$ cat config.mk
export PLATFORM = sky130hd
export DESIGN_NAME = alu_issue_stage_flat
export DESIGN_NICKNAME = d
export VERILOG_FILES = /design/src/rtl/alu_pkg.sv /design/src/rtl/alu_issue_stage_if.sv /design/src/rtl/alu_cmd_fifo.sv /design/src/rtl/alu_issue_stage.sv /design/src/flat_wrapper.sv
export SDC_FILE = /design/constraint.sdc
export NUM_CORES = 1
export LEC_CHECK = 0
export BUFFER_PORTS_ARGS = -buffer_cell sky130_fd_sc_hd__clkbuf_2
export CELL_PAD_IN_SITES_DETAIL_PLACEMENT = 1
export CELL_PAD_IN_SITES_GLOBAL_PLACEMENT = 2
export CORE_MARGIN = 2
export CORE_UTILIZATION = 45
export DETAILED_ROUTE_END_ITERATION = 12
export GPL_ROUTABILITY_DRIVEN = 1
export GPL_TIMING_DRIVEN = 0
export PLACE_DENSITY = 0.87
export SYNTH_ARGS = -nofsm -noshare
export SYNTH_HDL_FRONTEND = slang
export SYNTH_SLANG_ARGS = --single-unit
$ cat constraint.sdc
create_clock -name clock -period 3.9 [get_ports clock]
set_input_delay 0.195 -clock clock [delete_from_list [all_inputs] [get_ports clock]]
set_output_delay 0.195 -clock clock [all_outputs]
set_load 0.01 [all_outputs]
$ cat src/rtl/alu_pkg.sv
// Shared types and constants for the ALU issue stage.
//   ALU_W / MODE_W : default operand width and mode-code width
//   ALU_* : mode codes as seen on the ALU modeSelect input
//   alu_cmd_t : command payload {mode, a, b, c}
//   issue_state_e : issue FSM states
package alu_pkg;

    localparam int unsigned ALU_W  = 4;
    localparam int unsigned MODE_W = 3;

    localparam logic [MODE_W-1:0] ALU_NOTA = 3'b000;
    localparam logic [MODE_W-1:0] ALU_ADD  = 3'b001;
    localparam logic [MODE_W-1:0] ALU_AND  = 3'b010;
    localparam logic [MODE_W-1:0] ALU_OR   = 3'b011;
    localparam logic [MODE_W-1:0] ALU_XOR  = 3'b100;
    localparam logic [MODE_W-1:0] ALU_ROT  = 3'b101;
    localparam logic [MODE_W-1:0] ALU_ZERO = 3'b110;
    localparam logic [MODE_W-1:0] ALU_ONES = 3'b111;

    typedef struct packed {
        logic [MODE_W-1:0] mode;
        logic [ALU_W-1:0]  a;
        logic [ALU_W-1:0]  b;
        logic              c;
    } alu_cmd_t;

    typedef enum logic [1:0] {
        IDLE = 2'd0,
        WAIT = 2'd1,
        RESP = 2'd2
    } issue_state_e;

endpackage

$ cat src/rtl/alu_issue_stage_if.sv
// Bus bundle of the ALU issue stage: command port, ALU drive/return, response port.
//   slave  : the issue stage's view
//   master : the environment's view (command producer, ALU, response consumer)
interface alu_issue_stage_if
    import alu_pkg::*;
#(
    parameter int unsigned WIDTH = ALU_W
) ();

    logic              cmd_valid;
    logic              cmd_ready;
    logic [MODE_W-1:0] cmd_mode;
    logic [WIDTH-1:0]  cmd_a;
    logic [WIDTH-1:0]  cmd_b;
    logic              cmd_c;

    logic [MODE_W-1:0] alu_mode;
    logic [WIDTH-1:0]  alu_a;
    logic [WIDTH-1:0]  alu_b;
    logic              alu_c;
    logic [WIDTH-1:0]  alu_result;
    logic              alu_carry;

    logic              rsp_valid;
    logic              rsp_ready;
    logic [MODE_W-1:0] rsp_mode;
    logic [WIDTH-1:0]  rsp_result;
    logic              rsp_carry;

    modport slave (
        input  cmd_valid, cmd_mode, cmd_a, cmd_b, cmd_c,
        output cmd_ready,
        output alu_mode, alu_a, alu_b, alu_c,
        input  alu_result, alu_carry,
        output rsp_valid, rsp_mode, rsp_result, rsp_carry,
        input  rsp_ready
    );

    modport master (
        output cmd_valid, cmd_mode, cmd_a, cmd_b, cmd_c,
        input  cmd_ready,
        input  alu_mode, alu_a, alu_b, alu_c,
        output alu_result, alu_carry,
        input  rsp_valid, rsp_mode, rsp_result, rsp_carry,
        output rsp_ready
    );

endinterface

$ cat src/rtl/alu_cmd_fifo.sv
// Synchronous command FIFO, power-of-two depth, pointers wrap naturally.
//   clock, reset : clock, async active-high reset (empties the FIFO)
//   push, wdata  : write request/data (ignored when full)
//   pop, rdata   : read request (ignored when empty) / head entry, combinational
//   full, empty, count : occupancy, all derived from the registered count
module alu_cmd_fifo #(
    parameter  int unsigned DEPTH  = 4,
    parameter  int unsigned DATA_W = 12,
    localparam int unsigned PTR_W  = $clog2(DEPTH),
    localparam int unsigned CNT_W  = $clog2(DEPTH + 1)
) (
    input  logic              clock,
    input  logic              reset,
    input  logic              push,
    input  logic [DATA_W-1:0] wdata,
    input  logic              pop,
    output logic [DATA_W-1:0] rdata,
    output logic              full,
    output logic              empty,
    output logic [CNT_W-1:0]  count
);

    logic [DATA_W-1:0] mem [DEPTH];
    logic [PTR_W-1:0]  wr_ptr;
    logic [PTR_W-1:0]  rd_ptr;
    logic [CNT_W-1:0]  cnt_q;
    logic              do_push;
    logic              do_pop;

    assign full    = (cnt_q == CNT_W'(DEPTH));
    assign empty   = (cnt_q == '0);
    assign count   = cnt_q;
    assign rdata   = mem[rd_ptr];
    assign do_push = push && !full;
    assign do_pop  = pop && !empty;

    // Storage array, no reset needed: entries are only read when counted valid.
    always_ff @(posedge clock) begin
        if (do_push) begin
            mem[wr_ptr] <= wdata;
        end
    end

    // Pointers and occupancy; simultaneous push and pop leave the count unchanged.
    always_ff @(posedge clock or posedge reset) begin
        if (reset) begin
            wr_ptr <= '0;
            rd_ptr <= '0;
            cnt_q  <= '0;
        end else begin
            if (do_push) begin
                wr_ptr <= wr_ptr + PTR_W'(1);
            end
            if (do_pop) begin
                rd_ptr <= rd_ptr + PTR_W'(1);
            end
            case ({do_push, do_pop})
                2'b10:   cnt_q <= cnt_q + CNT_W'(1);
                2'b01:   cnt_q <= cnt_q - CNT_W'(1);
                default: cnt_q <= cnt_q;
            endcase
        end
    end

endmodule

$ cat src/rtl/alu_issue_stage.sv
// Issue stage feeding a registered ALU: buffers commands, drives one at a time
// onto the ALU inputs, waits out the ALU latency, and returns the captured
// result tagged with its mode on a valid/ready response port.
//   clock, reset : clock, async active-high reset (drops any in-flight command)
//   bus.cmd_*    : command valid/ready port (cmd_ready = FIFO not full)
//   bus.alu_*    : ALU operand drive (mode/a/b/c) and result return (result/carry)
//   bus.rsp_*    : response valid/ready port (mode/result/carry)
//   busy         : an operation is in progress or commands are queued
module alu_issue_stage
    import alu_pkg::*;
#(
    parameter int unsigned WIDTH   = ALU_W,
    parameter int unsigned DEPTH   = 4,
    parameter int unsigned ALU_LAT = 1
) (
    input  logic             clock,
    input  logic             reset,
    alu_issue_stage_if.slave bus,
    output logic             busy
);

    localparam int unsigned CMD_W = MODE_W + 2 * WIDTH + 1;
    localparam int unsigned CNT_W = $clog2(DEPTH + 1);
    localparam int unsigned LAT_W = (ALU_LAT < 1) ? 1 : $clog2(ALU_LAT + 1);

    logic              fifo_push;
    logic              fifo_pop;
    logic [CMD_W-1:0]  fifo_wdata;
    logic [CMD_W-1:0]  fifo_rdata;
    logic              fifo_full;
    logic              fifo_empty;
    logic [CNT_W-1:0]  fifo_count;

    logic [MODE_W-1:0] hd_mode;
    logic [WIDTH-1:0]  hd_a;
    logic [WIDTH-1:0]  hd_b;
    logic              hd_c;

    issue_state_e      state_q, state_d;
    logic [LAT_W-1:0]  cnt_q, cnt_d;
    logic              load_head;

    logic [MODE_W-1:0] alu_mode_q, alu_mode_d;
    logic [WIDTH-1:0]  alu_a_q, alu_a_d;
    logic [WIDTH-1:0]  alu_b_q, alu_b_d;
    logic              alu_c_q, alu_c_d;

    logic              rsp_valid_q, rsp_valid_d;
    logic [MODE_W-1:0] rsp_mode_q, rsp_mode_d;
    logic [WIDTH-1:0]  rsp_result_q, rsp_result_d;
    logic              rsp_carry_q, rsp_carry_d;

    // Every accepted command goes through the FIFO; cmd_ready sees only the registered count.
    assign bus.cmd_ready = (fifo_count != CNT_W'(DEPTH));
    assign fifo_push     = bus.cmd_valid && !fifo_full;
    assign fifo_wdata    = {bus.cmd_mode, bus.cmd_a, bus.cmd_b, bus.cmd_c};

    assign hd_mode = fifo_rdata[CMD_W-1 -: MODE_W];
    assign hd_a    = fifo_rdata[2*WIDTH -: WIDTH];
    assign hd_b    = fifo_rdata[WIDTH -: WIDTH];
    assign hd_c    = fifo_rdata[0];

    alu_cmd_fifo #(
        .DEPTH  (DEPTH),
        .DATA_W (CMD_W)
    ) u_fifo (
        .clock (clock),
        .reset (reset),
        .push  (fifo_push),
        .wdata (fifo_wdata),
        .pop   (fifo_pop),
        .rdata (fifo_rdata),
        .full  (fifo_full),
        .empty (fifo_empty),
        .count (fifo_count)
    );

    // Issue FSM: pop -> wait ALU latency -> hold response until accepted.
    always_comb begin
        state_d      = state_q;
        cnt_d        = cnt_q;
        load_head    = 1'b0;
        fifo_pop     = 1'b0;
        alu_mode_d   = alu_mode_q;
        alu_a_d      = alu_a_q;
        alu_b_d      = alu_b_q;
        alu_c_d      = alu_c_q;
        rsp_valid_d  = rsp_valid_q;
        rsp_mode_d   = rsp_mode_q;
        rsp_result_d = rsp_result_q;
        rsp_carry_d  = rsp_carry_q;

        case (state_q)
            IDLE: begin
                if (!fifo_empty) begin
                    load_head = 1'b1;
                end
            end
            WAIT: begin
                if (cnt_q == LAT_W'(ALU_LAT)) begin
                    rsp_valid_d  = 1'b1;
                    rsp_mode_d   = alu_mode_q;
                    rsp_result_d = bus.alu_result;
                    rsp_carry_d  = bus.alu_carry;
                    state_d      = RESP;
                end else begin
                    cnt_d = cnt_q + LAT_W'(1);
                end
            end
            RESP: begin
                if (bus.rsp_ready) begin
                    rsp_valid_d = 1'b0;
                    if (!fifo_empty) begin
                        load_head = 1'b1;
                    end else begin
                        state_d = IDLE;
                    end
                end
            end
            default: begin
                state_d = IDLE;
            end
        endcase

        // Head-of-queue issue; alu_* then hold until the next issue.
        if (load_head) begin
            fifo_pop   = 1'b1;
            alu_mode_d = hd_mode;
            alu_a_d    = hd_a;
            alu_b_d    = hd_b;
            alu_c_d    = hd_c;
            cnt_d      = '0;
            state_d    = WAIT;
        end
    end

    // State, ALU drive and response registers.
    always_ff @(posedge clock or posedge reset) begin
        if (reset) begin
            state_q      <= IDLE;
            cnt_q        <= '0;
            alu_mode_q   <= '0;
            alu_a_q      <= '0;
            alu_b_q      <= '0;
            alu_c_q      <= 1'b0;
            rsp_valid_q  <= 1'b0;
            rsp_mode_q   <= '0;
            rsp_result_q <= '0;
            rsp_carry_q  <= 1'b0;
        end else begin
            state_q      <= state_d;
            cnt_q        <= cnt_d;
            alu_mode_q   <= alu_mode_d;
            alu_a_q      <= alu_a_d;
            alu_b_q      <= alu_b_d;
            alu_c_q      <= alu_c_d;
            rsp_valid_q  <= rsp_valid_d;
            rsp_mode_q   <= rsp_mode_d;
            rsp_result_q <= rsp_result_d;
            rsp_carry_q  <= rsp_carry_d;
        end
    end

    assign bus.alu_mode   = alu_mode_q;
    assign bus.alu_a      = alu_a_q;
    assign bus.alu_b      = alu_b_q;
    assign bus.alu_c      = alu_c_q;
    assign bus.rsp_valid  = rsp_valid_q;
    assign bus.rsp_mode   = rsp_mode_q;
    assign bus.rsp_result = rsp_result_q;
    assign bus.rsp_carry  = rsp_carry_q;
    assign busy           = (state_q != IDLE) || !fifo_empty;

endmodule
$ cat src/flat_wrapper.sv
// flat-port wrapper written by rule: the top's interface ports become plain ports
module alu_issue_stage_flat import alu_pkg::*;
#(
    parameter int unsigned WIDTH   = ALU_W,
    parameter int unsigned DEPTH   = 4,
    parameter int unsigned ALU_LAT = 1
)
  (clock, reset, busy, bus_cmd_valid, bus_cmd_mode, bus_cmd_a, bus_cmd_b, bus_cmd_c, bus_cmd_ready, bus_alu_mode, bus_alu_a, bus_alu_b, bus_alu_c, bus_alu_result, bus_alu_carry, bus_rsp_valid, bus_rsp_mode, bus_rsp_result, bus_rsp_carry, bus_rsp_ready);
  alu_issue_stage_if #(.WIDTH(WIDTH)) bus_i ();
  input  logic clock;
  input  logic reset;
  output logic busy;
  input wire logic [$bits(bus_i.cmd_valid)-1:0] bus_cmd_valid;
  input wire logic [$bits(bus_i.cmd_mode)-1:0] bus_cmd_mode;
  input wire logic [$bits(bus_i.cmd_a)-1:0] bus_cmd_a;
  input wire logic [$bits(bus_i.cmd_b)-1:0] bus_cmd_b;
  input wire logic [$bits(bus_i.cmd_c)-1:0] bus_cmd_c;
  output wire logic [$bits(bus_i.cmd_ready)-1:0] bus_cmd_ready;
  output wire logic [$bits(bus_i.alu_mode)-1:0] bus_alu_mode;
  output wire logic [$bits(bus_i.alu_a)-1:0] bus_alu_a;
  output wire logic [$bits(bus_i.alu_b)-1:0] bus_alu_b;
  output wire logic [$bits(bus_i.alu_c)-1:0] bus_alu_c;
  input wire logic [$bits(bus_i.alu_result)-1:0] bus_alu_result;
  input wire logic [$bits(bus_i.alu_carry)-1:0] bus_alu_carry;
  output wire logic [$bits(bus_i.rsp_valid)-1:0] bus_rsp_valid;
  output wire logic [$bits(bus_i.rsp_mode)-1:0] bus_rsp_mode;
  output wire logic [$bits(bus_i.rsp_result)-1:0] bus_rsp_result;
  output wire logic [$bits(bus_i.rsp_carry)-1:0] bus_rsp_carry;
  input wire logic [$bits(bus_i.rsp_ready)-1:0] bus_rsp_ready;
  assign bus_i.cmd_valid = bus_cmd_valid;
  assign bus_i.cmd_mode = bus_cmd_mode;
  assign bus_i.cmd_a = bus_cmd_a;
  assign bus_i.cmd_b = bus_cmd_b;
  assign bus_i.cmd_c = bus_cmd_c;
  assign bus_cmd_ready = bus_i.cmd_ready;
  assign bus_alu_mode = bus_i.alu_mode;
  assign bus_alu_a = bus_i.alu_a;
  assign bus_alu_b = bus_i.alu_b;
  assign bus_alu_c = bus_i.alu_c;
  assign bus_i.alu_result = bus_alu_result;
  assign bus_i.alu_carry = bus_alu_carry;
  assign bus_rsp_valid = bus_i.rsp_valid;
  assign bus_rsp_mode = bus_i.rsp_mode;
  assign bus_rsp_result = bus_i.rsp_result;
  assign bus_rsp_carry = bus_i.rsp_carry;
  assign bus_i.rsp_ready = bus_rsp_ready;
  alu_issue_stage #(.WIDTH(WIDTH), .DEPTH(DEPTH), .ALU_LAT(ALU_LAT)) u_core (.clock(clock), .reset(reset), .bus(bus_i), .busy(busy));
endmodule
-- Word level (Yosys, flattened, before mapping)
Memory sizes are Yosys's and may differ from the RTL's. A register that Yosys moved wholly into a read port is not among the register bits.
Cells that the tools add are included.
- bits in registers: 19
- bits in writable memories: 48
- input bits: 21
- word-level logic and storage cells: 60
- memories: 1
- $add $sub $neg: 5
- equality and inequality tests: 12
- muxes and demuxes: 18
- reductions and logical operators: 15
- memories (name ; depth ; bits a word ; read ports ; clocked after Yosys merged registers in ; write ports ; RTL line ; RTL):
    u_core.u_fifo.mem ; 4 ; 12 ; 1 ; 1 ; 1 ; alu_cmd_fifo.sv:23 ; logic [DATA_W-1:0] mem [DEPTH];
- operator list (cell ; count):
    $mux W1 ; 10
    $mux W2 ; 4
    $reduce_bool A2 Y1 ; 4
    $ne A3 B1 Y1 const B ; 2
    $pmux W2 S3 ; 1
    $pmux W3 S2 ; 1
    $add A2 B1 Y2 const B ; 2
    $eq A2 B1 Y1 const B ; 2
    $eq A2 B2 Y1 const B ; 2
    $ne A2 B1 Y1 const B ; 2
    $pmux W1 S2 ; 2
    $reduce_and A4 Y1 ; 1
    $add A3 B1 Y3 const B ; 1
    $eq A3 B3 Y1 const B ; 1
    $logic_and A1 B1 Y1 ; 3
    $logic_not A3 Y1 ; 1
    $ne A3 B2 Y1 const B ; 1
    $ne A3 B3 Y1 const B ; 1
    $reduce_and A3 Y1 ; 1
    $sub A3 B1 Y3 const B ; 1
    $logic_not A1 Y1 ; 2
    $logic_not A2 Y1 ; 1
    $ne A2 B2 Y1 const B ; 1
    $reduce_and A2 Y1 ; 1
    other kinds (2) ; 2

-- Logic depth before layout (Yosys ltp)
Gate-level depths: netlist of run 1.
- depth after elaboration: 8
- gate-level depth with buffers: 9

-- By module
From an unflattened synthesis of run 1, not the netlist that was laid out.
- cells, all modules: 169
- area total of the unflattened synthesis: 3189.3 um2
- modules (own cells, without submodules) (module ; instances ; cells an instance ; area an instance (um2) ; sequential area each (um2)):
    alu_cmd_fifo ; 1 ; 101 ; 2192.1 ; 1616.6
    alu_issue_stage ; 1 ; 68 ; 997.2 ; 600.6

-- Worst setup path after synthesis of run 1
OpenSTA, ideal clock, no wires.
- kind: flip-flop to flip-flop
- from: register u_core.state_q[1]
- to: register u_core.u_fifo.cnt_q[2], in the netlist u_core.u_fifo.count[2]
- setup time: 79 ps
- arrival: 2118 ps
- slack: 1702 ps
- stages on the path, launching flop included: 10
- path buffers: 1
- period minus slack after synthesis: 2198 ps
- cell sequence: dfrtp_1 nor2b_1 nor3_4 buf_6 ha_1 inv_1 fa_1 xor2_1 nor2_1 xor2_1
- cells in the longest elaborated chain, start to end: 6
- elaborated cells on any way between the ends: 9
- classes of those cells: 3 x eq/ne; 3 x mux; 3 x reduce/logical
- ends and longest elaborated chain (element ; RTL line ; RTL):
    start: declaration ; alu_issue_stage.sv:39 ; issue_state_e state_q, state_d;
    start signal: assignment ; alu_issue_stage.sv:151 ; state_q <= state_d;
    $eq A2 B2 Y1 / $logic_not A2 Y1 (equally long branches) ; alu_issue_stage.sv:93 ; case (state_q)
    $pmux W1 S2 * ; alu_issue_stage.sv:93 ;
    $mux W1 * ; alu_issue_stage.sv:126 ; if (load_head) begin
    $logic_and A1 B1 Y1 * ; alu_cmd_fifo.sv:35 ; assign do_pop = pop && !empty;
    via u_core.u_fifo.do_pop ; alu_cmd_fifo.sv:28 ; logic do_pop;
    $eq A2 B1 Y1 / $eq A2 B2 Y1 (equally long branches) ; alu_cmd_fifo.sv:57 ; case ({do_push, do_pop})
    $pmux W3 S2 / $reduce_bool A2 Y1 (equally long branches) ; - ;
    end signal: assignment ; alu_cmd_fifo.sv:58 ; 2'b10: cnt_q <= cnt_q + CNT_W'(1);
    end signal: assignment ; alu_cmd_fifo.sv:59 ; 2'b01: cnt_q <= cnt_q - CNT_W'(1);
    end signal: assignment ; alu_cmd_fifo.sv:60 ; default: cnt_q <= cnt_q;
    end: declaration ; alu_cmd_fifo.sv:26 ; logic [CNT_W-1:0] cnt_q;
The timed path passes the listed nets; every way through them passes the cells marked *.
A chain may end at the register's enable or synchronous reset.

-- Worst setup path in the final report of run 1
Same ends and word-level chain as after synthesis.

==> results of run 1 <==
power by group through the flow:
stage	Sequential (mW)	Clock (mW)	Combinational (mW)
6_report	1.32	0.517	1.08
5_1_grt	1.35	0.574	1.19
4_1_cts	1.33	0.534	1.10
3_5_place_dp	1.34	0	1.10
3_3_place_gp	1.33	0	1.05
2_1_floorplan	1.35	0	0.755
state kept, by name (all words and copies together), names as in the netlist:
name	cells
u_core.bus.rsp_carry	1
u_core.u_fifo.mem	48
u_core.bus.rsp_result	4
u_core.state_q	2
u_core.bus.alu_b	4
u_core.bus.alu_a	4
u_core.bus.alu_c	1
u_core.bus.rsp_valid	1
u_core.cnt_q	1
u_core.bus.rsp_mode	3
u_core.u_fifo.wr_ptr	2
u_core.bus.alu_mode	3
u_core.u_fifo.rd_ptr	2
u_core.u_fifo.count	3
Yosys cell counts (2+ instances only):
cell type,n,area [µm²]
ha_1,5,62.56
o21ai_0,3,15.01
mux2_2,12,135.1
xor2_1,4,35.03
inv_1,9,33.78
nand2_1,3,11.26
dfrtp_1,31,775.7
mux4_1,4,105.1
nor2_1,4,15.01
edfxtp_1,48,1441
and3_1,4,25.02
xnor2_1,2,17.52
mux2_4,9,135.1
buf_6,2,22.52
mux4_2,8,180.2
critical path: cells and delay by family (launching register included):
| kind | cells | cell delay (ns) |
|---|---|---|
| buffers and inverters | 2 | 0.32 |
| and+or+nand+nor | 3 | 0.72 |
| xor gates and xnor gates | 2 | 0.32 |
| DFF | 1 | 0.42 |
| adders and majority gates | 2 | 0.62 |
layer usage:
layer / track usage / vias up / wire length [µm]
li1: - / 720 / -
met1: 0.1913 / 790 / 2288
met2: 0.2789 / 39 / 2858
met3: 0.04713 / 5 / 245
met4: 0.05455 / 0 / 48
met5: 0 / - / 0
worst max-delay path by stage:
stage                             endpoint              start  cells after the start
detailed placement  u_core.u_fifo.count[2]  u_core.state_q[1]                      9
floorplan           u_core.u_fifo.count[2]  u_core.state_q[1]                      9
global placement    u_core.u_fifo.count[2]  u_core.state_q[1]                      9
global route        u_core.u_fifo.count[2]  u_core.state_q[1]                      9
CTS                 u_core.u_fifo.count[2]  u_core.state_q[1]                      9
finish              u_core.u_fifo.count[2]  u_core.state_q[1]                      9
layout make-up:
cell class / count / area, µm² / share of cell area
multi-input combinational: 69 / 848.3 / 0.2303
tap: 96 / 120.1 / 0.03261
timing repair buffer: 45 / 252.7 / 0.06861
sequential: 79 / 2217 / 0.6019
buffer: 4 / 46.29 / 0.01257
clock inverter: 6 / 37.54 / 0.01019
inverter: 9 / 33.78 / 0.009171
clock buffer: 10 / 127.6 / 0.03465
timing repair:
action	in CTS	in global routing
gates resized for setup	0	0
endpoints found under the setup margin	0	0
endpoints found under the hold margin	0	13
hold buffers	0	1
through the flow:
stage | setup slack (ns) | hold WS (ns)
after detailed placement | 1.400 | 0.4279
after global routing | 1.277 | 0.06155
after floorplan | 1.702 | 0.2939
after global placement | 1.462 | 0.4119
after CTS | 1.386 | 0.06198
final | 1.424 | 0.07547
kinds of logic after synthesis:
kind of cell	count (synthesis)
buf+inv	13
xor+xnor	6
mux	34
simple gates	18
compound gates	5
fa+ha+maj	6
flops	79
==> flow_summary_export.csv, run 1 <==
group,metric,value,unit
status,status,"finished clean",
critical_path,worstPathCellList,"nor2b_1 -> nor3_4 -> buf_6 -> ha_1 -> inv_1 -> fa_1 -> xor2_1 -> nor2_1 -> xor2_1",
placed_design,dp.cells,300,
worst_hold_path,min_path_cells,1,
logic_synthesis,synth_async_sr_flop_share,0.3924,
sta,min_period,2.476,ns
sta,finalHoldViolations,0,
global_route,grt_pass1_vias,1674,
critical_path,crit_slowest_cell,"nor3_4",
critical_path,r2r_slack,1.42,ns
critical_path,reg2reg_to,"u_core.u_fifo.count[2]",
logic_synthesis,synth_edf_count,48,
critical_path,reg2reg_from,"u_core.state_q[1]",
floorplan,num_rows,30,
critical_path,reg2regPathDepth,9,
logic_synthesis,syn_nets,188,
cts,clk_latency,0.34,ns
power,pwr-share-clk,0.177,
sta,post-route-period-util,0.6348,
cts,clock_sinks,79,
cts,numCtsBuffers,9,
critical_path,cp.required,4.16,ns
final_layout,final_util,0.5422,
critical_path,crit_path_frequent_cell,"xor2_1",
worst_hold_path,min-delay-start,"bus_cmd_a[2]",
power,p_total,2.918,mW
logic_synthesis,ys_ff_latch,79,
worst_hold_path,min_to,"u_core.u_fifo.mem[2][7]",
critical_path,path_class,"register to register",
logic_synthesis,yosysSeqAreaShare,0.7049,
critical_path,crit_path_max_incr_delay,0.43,ns
final_layout,layout_common_cells,"edfxtp_1 (48), clkbuf_2 (43), dfrtp_1 (31), mux2_2 (12)",
sta,slew_headroom,0.5327,
sta,setup_viol,0,
drt,antenna_left,0,
power,power_density,792.2,mW/mm²
sta,rsz0062_at_grt,"no",
critical_path,worstSetupStartpointType,"register",
drt,via_count,1554,
critical_path,path_max_fanout,10,
logic_synthesis,synth_compound_area_frac,0.008751,
floorplan,design.core.area,0.006794,mm²
drt,dr.pass1.iters,4,
logic_synthesis,synth-simple-area-share,0.03819,
cts,h-tree-depth,3,
global_route,antenna_found_initial,0,
placed_design,port_buffers,43,
cts,cts_root_buffer,"clkbuf_8",
final_layout,final_common_cell,"edfxtp_1",
drt,first_iter_violations,71,
power,swShare,0.3198,
global_route,grt_pass1_wl,8.783,mm
final_layout,drive_gt1_frac,0.4234,
power,vdd_drop_max,0.0003578,V
logic_synthesis,avgSynthCellArea,19.54,µm²
placed_design,dpl.hpwl,3.688,mm
cts,cts_tree,"done",
logic_synthesis,synth_ff_type,"edfxtp_1",
drt,wire_per_inst,17.11,µm
power,power_frac_seq,0.453,
critical_path,crit_arrival,2.73,ns
final_layout,antenna_cells,0,
final_layout,stdcell_count,318,
logic_synthesis,yosys-mux-area-fraction,0.1798,
placed_design,detailed_place.area,0.003481,mm²
sta,finalMaxSlewViolations,0,
sta,tightest_slew,0.7010,ns
placed_design,gp_congestion,0.6463,
power,p_leak,1.494,nW
logic_synthesis,synth-xor-area-share,0.01671,
cts,path_clk_slew,0.08,ns
worst_hold_path,hold_class,"primary input to register",
drt,viasPerCell,4.887,
global_route,grt_overflow_total,0,
drt,totalWireLength,5.441,mm
critical_path,critPathCaptureType,"register",
final_layout,nFillCells,632,
sta,tns,0,ns
power,p_sw,0.9332,mW
final_layout,stdcell_area,0.003684,mm²
global_route,grt_max_degree,32,
floorplan,ios,44,
drt,drc,0,
floorplan,die-area,0.007675,mm²
cts,clockBufferDepth,2,
floorplan,initial_utilization,0.4630,
sta,fmax,403.9,MHz
logic_synthesis,synth_fa_ha_area_frac,0.02625,
logic_synthesis,netlist_instances,161,
final_layout,fin_nets,244,
floorplan,die_x,87.61,µm
power,p_int,1.985,mW
power,combPwrFrac,0.370,
logic_synthesis,ys_warn_count,0,
sta,fin_worst_skew,0.005325,ns
global_route,grtUsageTotal,0.1604,
logic_synthesis,yosysUniqueCellTypes,28,
floorplan,die_h,87.61,µm
final_layout,area.growth.synth_to_final,17.10,%
logic_synthesis,synth_top_family_by_area,"multiplexers",
logic_synthesis,synth_area,0.003146,mm²
cts,postCtsSetupBuffers,0,
job,maxCapViolCount,0,
Power figures use the tool's default switching activity.
==> inputs of run 2 (changes only) <==
--- a/config.mk
+++ b/config.mk
@@ -5,15 +5,16 @@
 export SDC_FILE = /design/constraint.sdc
 export NUM_CORES = 1
 export LEC_CHECK = 0
+export ABC_AREA = 1
 export BUFFER_PORTS_ARGS = -buffer_cell sky130_fd_sc_hd__clkbuf_2
 export CELL_PAD_IN_SITES_DETAIL_PLACEMENT = 1
 export CELL_PAD_IN_SITES_GLOBAL_PLACEMENT = 2
 export CORE_MARGIN = 2
-export CORE_UTILIZATION = 45
+export CORE_UTILIZATION = 36
 export DETAILED_ROUTE_END_ITERATION = 12
 export GPL_ROUTABILITY_DRIVEN = 1
 export GPL_TIMING_DRIVEN = 0
-export PLACE_DENSITY = 0.87
+export PLACE_DENSITY = 0.83
 export SYNTH_ARGS = -nofsm -noshare
 export SYNTH_HDL_FRONTEND = slang
 export SYNTH_SLANG_ARGS = --single-unit
==> constraint.sdc (replaced) <==
create_clock -name clock -period 2.3 [get_ports clock]
set_input_delay 0.115 -clock clock [delete_from_list [all_inputs] [get_ports clock]]
set_output_delay 0.115 -clock clock [all_outputs]
set_load 0.01 [all_outputs]
==> run 2 against run 1 <==
Compared with the run above: critical path depth increased by 3; largest cell class unchanged; critical path type unchanged; worst hold slack got worse by 0.064 ns; sequential power increased by 65%; sequential share of layout area decreased by 7.1 points; routed wire length increased by 37%; highest routed layer unchanged; power increased by 86%; largest power group is now combinational logic.
==> flow_summary_export.csv, run 2 <==
group,metric,value,unit
logic_synthesis,synth_ff_type,"edfxtp_1",
critical_path,reg2regPathDepth,12,
sta,rsz0062_at_grt,"no",
floorplan,initial_utilization,0.3701,
global_route,grt_pass1_wl,12.17,mm
final_layout,antenna_cells,0,
power,p_sw,2.163,mW
power,vdd_drop_max,0.0004762,V
cts,cts_tree,"done",
critical_path,reg2reg_from,"u_core.state_q[0]",
job,maxCapViolCount,0,
sta,post-route-period-util,0.9261,
final_layout,regMostFlops,"u_core.u_fifo.mem",
global_route,grt_max_degree,32,
critical_path,path_class,"register to register",
critical_path,path_max_fanout,10,
logic_synthesis,ys_warn_count,0,
logic_synthesis,synth_commonest_cells,"nand2_1 (124), inv_1 (62), edfxtp_1 (48)",
sta,slew_headroom,0.1669,
critical_path,cp.required,2.55,ns
sta,tightest_slew,1.245,ns
critical_path,worstPathCellList,"inv_2 -> nand2_1 -> nand2_2 -> nand2_4 -> inv_4 -> buf_6 -> ha_1 -> inv_1 -> fa_1 -> nand2_1 -> nand3_1 -> xor2_1",
cts,clockBufferDepth,2,
sta,finalHoldViolations,0,
drt,antenna_left,0,
floorplan,die_x,101.2,µm
drt,viasPerCell,4.419,
critical_path,reg2reg_to,"u_core.u_fifo.count[2]",
cts,postCtsSetupBuffers,0,
logic_synthesis,synth.area.top_cells,"edfxtp_1 (42%), dfrtp_1 (23%), nand2_1 (14%)",
final_layout,final_common_cell,"nand2_1",
drt,dr.pass1.iters,7,
power,combPwrFrac,0.408,
logic_synthesis,synth_edf_count,48,
power,swShare,0.3993,
floorplan,design.core.area,0.009196,mm²
global_route,antenna_found_initial,0,
drt,via_count,2360,
cts,cts_root_buffer,"clkbuf_8",
floorplan,ios,44,
logic_synthesis,synth_top_area_share,0.4235,
placed_design,gp_congestion,0.6801,
critical_path,crit_path_max_incr_delay,0.44,ns
final_layout,fin_nets,445,
cts,h-tree-depth,3,
final_layout,drive_gt1_frac,0.1891,
sta,setup_viol,0,
critical_path,worstSetupStartpointType,"register",
worst_hold_path,hold_class,"primary input to register",
logic_synthesis,yosysUniqueCellTypes,21,
cts,clock_sinks,79,
drt,drc,0,
critical_path,crit_arrival,2.38,ns
logic_synthesis,syn_nets,371,
drt,first_iter_violations,100,
logic_synthesis,yosysSeqAreaShare,0.6515,
worst_hold_path,min-delay-start,"bus_cmd_valid",
logic_synthesis,yosysTopAreaCell,"edfxtp_1",
cts,path_clk_slew,0.08,ns
global_route,grtUsageTotal,0.1600,
status,status,"finished clean",
final_layout,layout_common_cells,"nand2_1 (124), inv_1 (61), edfxtp_1 (48), clkbuf_2 (44), nand3_1 (38)",
cts,clk_latency,0.36,ns
logic_synthesis,synth_area,0.003403,mm²
placed_design,dpl.hpwl,4.951,mm
critical_path,crit_path_frequent_cell,"nand2_1",
drt,wire_per_inst,13.99,µm
worst_hold_path,min_path_cells,3,
final_layout,largest_register_ffs,48,
power,p_int,3.254,mW
global_route,grt_pass1_vias,2465,
logic_synthesis,synth_most_common_cell,"nand2_1",
power,pwr-share-clk,0.191,
logic_synthesis,synth_async_sr_flop_share,0.3924,
final_layout,area.growth.synth_to_final,22.65,%
sta,finalMaxSlewViolations,0,
global_route,grt_overflow_total,0,
sta,timing.hold.ws,0.01130,ns
power,power_density,1298,mW/mm²
drt,totalWireLength,7.471,mm
worst_hold_path,min_to,"u_core.u_fifo.wr_ptr[1]",
placed_design,port_buffers,43,
logic_synthesis,avgSynthCellArea,9.893,µm²
floorplan,die-area,0.01025,mm²
power,p_leak,2.060,nW
logic_synthesis,netlist_instances,344,
floorplan,num_rows,35,
sta,min_period,2.130,ns
power,power_frac_seq,0.402,
critical_path,critPathCaptureType,"register",
sta,fin_worst_skew,0.008384,ns
critical_path,r2r_slack,0.17,ns
cts,numCtsBuffers,9,
sta,tns,0,ns
sta,fmax,469.5,MHz
floorplan,die_h,101.2,µm
logic_synthesis,ys_ff_latch,79,
critical_path,crit_slowest_cell,"fa_1",
-- run 2: changes by cell type after synthesis, moves of 4 or more --
| cell | delta |
|---|---|
| and3_1 | -4 |
| buf_4 | +5 |
| inv_1 | +53 |
| inv_2 | +4 |
| mux2_2 | -12 |
| mux2_4 | -9 |
| mux4_1 | -4 |
| mux4_2 | -8 |
| nand2_1 | +121 |
| nand2_2 | +4 |
| nand3_1 | +38 |
-- run 2: worst max path at each step --
| stage | startpoint | end | slack [ns] |
|---|---|---|---|
| final | u_core.state_q[0] | u_core.u_fifo.count[2] | 0.17 |
| after global routing | u_core.state_q[0] | u_core.u_fifo.count[2] | 0.008 |
| after CTS | u_core.state_q[0] | u_core.u_fifo.count[2] | 0.11 |
| after detailed placement | u_core.state_q[0] | u_core.u_fifo.count[2] | 0.12 |
| after global placement | u_core.u_fifo.count[0] | u_core.u_fifo.mem[1][2] | 0.15 |
| after floorplan | u_core.state_q[0] | u_core.u_fifo.count[2] | 0.36 |
-- run 2: timing repair --
| action | CTS | global route |
|---|---|---|
| hold buffers | 18 | 1 |
| endpoints found under the setup margin | 0 | 1 |
| hold endpoints to repair | 54 | 11 |
| resized for setup | 0 | 1 |
-- run 2: metrics by stage --
step	setup slack, ns	instances	instance area, µm²	power [mW]	util
2_1_floorplan	0.3560	344	3403	3.674	-
3_3_place_gp	0.1519	498	3757	4.340	0.4086
3_5_place_dp	0.1197	498	3757	4.433	0.4086
4_1_cts	0.1120	532	4134	5.492	0.4495
5_1_grt	0.008363	534	4174	5.898	0.4539
6_report	0.1699	534	4174	5.417	0.4539
-- run 2: logic make-up (layout without fill, tap and decap cells) --
logic type | after synthesis | in the layout | share of synthesized area
buf+inv | 77 | 156 | 0.09411
flops | 79 | 79 | 0.6515
simple gates | 174 | 174 | 0.2125
xor+xnor | 4 | 4 | 0.01030
compound gates | 4 | 4 | 0.007352
fa+ha+maj | 6 | 6 | 0.02426
-- run 2: cell type report --
cell class,count,area (µm²)
Clock inverter,7,72.57
Buffer,11,72.57
Multi-Input combinational cell,188,865.8
Sequential cell,79,2217
Clock buffer,9,123.9
Inverter,66,250.2
Timing Repair Buffer,63,432.9
Tap cell,111,138.9
Fill cell,1036,5022
-- run 2: worst max-delay path, delay by kind of cell, from the launching register on --
kind | cells | cell delay, ns
adders and majority gates | 2 | 0.62
buffers and inverters | 4 | 0.45
and+or+nand+nor | 5 | 0.41
DFF | 1 | 0.40
xor gates and xnor gates | 1 | 0.14
-- run 2: routing by layer --
| layer | share of wire | global-route usage |
|---|---|---|
| met4 | 0.018 | 0.06445 |
| met1 | 0.46 | 0.1922 |
| met3 | 0.036 | 0.03865 |
| met2 | 0.49 | 0.2766 |
| met5 | 0 | 0 |
-- run 2: power by group through the flow --
stage	Sequential, mW	Combinational, mW	Clock, mW
2_1_floorplan	2.25	1.43	0
3_3_place_gp	2.19	2.15	0
3_5_place_dp	2.21	2.22	0
4_1_cts	2.18	2.25	1.05
5_1_grt	2.22	2.57	1.11
6_report	2.18	2.21	1.03
==> inputs of run 3 (changes only) <==
--- a/config.mk
+++ b/config.mk
@@ -9,7 +9,6 @@
 export BUFFER_PORTS_ARGS = -buffer_cell sky130_fd_sc_hd__clkbuf_2
 export CELL_PAD_IN_SITES_DETAIL_PLACEMENT = 1
 export CELL_PAD_IN_SITES_GLOBAL_PLACEMENT = 2
-export CORE_MARGIN = 2
 export CORE_UTILIZATION = 36
 export DETAILED_ROUTE_END_ITERATION = 12
 export GPL_ROUTABILITY_DRIVEN = 1
==> run 3 against run 2 <==
Compared with the run above: clock skew is essentially flat; die area decreased by 3.9%; core utilization decreased by 0.68 points; fmax decreased by 0.95%; global-route usage grew 0.89 points; largest cell class unchanged; largest power group unchanged; highest routed layer unchanged.
==> flow_summary_export.csv, run 3 (synthesis results as in run 2) <==
group,metric,value,unit
sta,setup_viol,0,
critical_path,worstPathCellList,"inv_2 -> nand2_1 -> nand2_2 -> nand2_4 -> inv_6 -> buf_8 -> ha_1 -> inv_1 -> fa_1 -> nand2_1 -> nand3_1 -> xor2_1",
final_layout,fin_nets,441,
drt,dr.pass1.iters,4,
worst_hold_path,hold_class,"primary input to register",
critical_path,critPathCaptureType,"register",
floorplan,ios,44,
sta,post-route-period-util,0.9350,
final_layout,stdcell_count,530,
placed_design,port_buffers,43,
placed_design,dp.cells,498,
drt,via_count,2407,
floorplan,initial_utilization,0.3701,
drt,antenna_left,0,
sta,tightest_slew,1.243,ns
cts,clk_latency,0.34,ns
sta,min_period,2.151,ns
critical_path,path_class,"register to register",
floorplan,die-area,0.009847,mm²
final_layout,stdcell_area,0.004111,mm²
final_layout,regMostFlops,"u_core.u_fifo.mem",
power,power_density,1326,mW/mm²
critical_path,path_max_fanout,10,
floorplan,die_x,99.23,µm
power,p_total,5.452,mW
critical_path,crit_path_max_incr_delay,0.44,ns
floorplan,design.core.area,0.009196,mm²
sta,finalHoldViolations,0,
sta,tns,0,ns
placed_design,dpl.hpwl,4.917,mm
placed_design,gp_congestion,0.6976,
sta,fmax,465.0,MHz
status,status,"finished clean",
drt,viasPerCell,4.542,
drt,wire_per_inst,14.35,µm
cts,clockBufferDepth,2,
sta,rsz0062_at_grt,"yes",
final_layout,nFillCells,1076,
final_layout,area.growth.synth_to_final,20.81,%
critical_path,crit_arrival,2.38,ns
power,p_leak,2.046,nW
global_route,grt_pass1_vias,2484,
floorplan,num_rows,35,
critical_path,crit_path_frequent_cell,"nand2_1",
final_layout,final_common_cell,"nand2_1",
floorplan,die_h,99.23,µm
global_route,grt_overflow_total,0,
job,maxCapViolCount,0,
critical_path,crit_slowest_cell,"fa_1",
global_route,grt_pass1_wl,12.36,mm
drt,drc,0,
final_layout,drive_gt1_frac,0.1885,
critical_path,cp.required,2.53,ns
cts,path_clk_slew,0.08,ns
sta,finalMaxSlewViolations,0,
cts,cts_root_buffer,"clkbuf_8",
placed_design,detailed_place.area,0.003757,mm²
global_route,grt_max_degree,32,
global_route,grtUsageTotal,0.1689,
cts,clock_sinks,79,
cts,cts_tree,"done",
cts,numCtsBuffers,9,
final_layout,antenna_cells,0,
drt,totalWireLength,7.607,mm
critical_path,worstSetupStartpointType,"register",
final_layout,layout_common_cells,"nand2_1 (124), inv_1 (61), edfxtp_1 (48), clkbuf_2 (44), nand3_1 (38)",
sta,slew_headroom,0.1684,
final_layout,largest_register_ffs,48,
sta,fin_worst_skew,0.008521,ns
drt,first_iter_violations,87,
global_route,antenna_found_initial,0,
power,vdd_drop_max,0.0004426,V
cts,h-tree-depth,3,
run 3: metrics by stage:
stage	hold WS, ns	util	setup WS, ns
2_1_floorplan	0.2110	-	0.3560
3_3_place_gp	0.3331	0.4086	0.1566
3_5_place_dp	0.3406	0.4086	0.08860
4_1_cts	0.002206	0.4434	0.06567
5_1_grt	0.01225	0.4471	-0.02853
6_report	0.007178	0.4471	0.1495
run 3: path summary, 6_finish.rpt:
kind,from,end,slack [ns],depth (start not counted)
setup / recovery,u_core.state_q[0],u_core.u_fifo.count[2],0.15,12
hold / removal,bus_alu_result[0],u_core.bus.rsp_result[0],0.007,3
setup reg to reg,u_core.state_q[0],u_core.u_fifo.count[2],0.15,12
hold reg to reg,u_core.bus.rsp_mode[1],u_core.bus.rsp_mode[1],0.47,2
max in group asynchronous,reset,u_core.bus.alu_a[0],1.40,3
min in group asynchronous,reset,u_core.bus.rsp_result[0],0.43,3
run 3: worst max-delay path: cells and delay by family (launching register included):
family                     cells  cell delay [ns]
DFF                            1             0.40
and+or+nand+nor                5             0.45
xor gates and xnor gates       1             0.15
adders and majority gates      2             0.61
buffers and inverters          4             0.43
run 3: area by class of cell:
cell class              instances  area, µm²  area share
flip-flops and latches         79       2217      0.5393
multi-input cells             188      865.8      0.2106
repair buffers                 59      370.4     0.09008
inverters                      66      252.7     0.06147
clock buffers                  12      145.1     0.03530
well taps                     111      138.9     0.03378
plain buffers                  11      76.32     0.01856
clock inverters                 4      45.04     0.01096
run 3: routing by layer:
layer | GRT usage | wire length, µm | up-vias
li1 | - | - | 1202
met3 | 0.03162 | 250 | 8
met1 | 0.2008 | 3372 | 1151
met5 | 0 | 0 | -
met2 | 0.3066 | 3899 | 46
met4 | 0.05769 | 85 | 0
run 3: report_power, final:
group	switching [mW]	internal, mW	total [mW]	leakage (nW)
Sequential	0.193	1.98	2.17	0.816
Clock	0.478	0.525	1.00	0.0917
Combinational	1.48	0.798	2.28	1.14
run 3: timing repair:
| action | CTS | global route |
|---|---|---|
| endpoints found under the hold margin | 43 | 31 |
| buffers inserted | 0 | 2 |
| hold buffers | 13 | 1 |
| gates resized for setup | 0 | 3 |
| setup endpoints to repair | 0 | 13 |
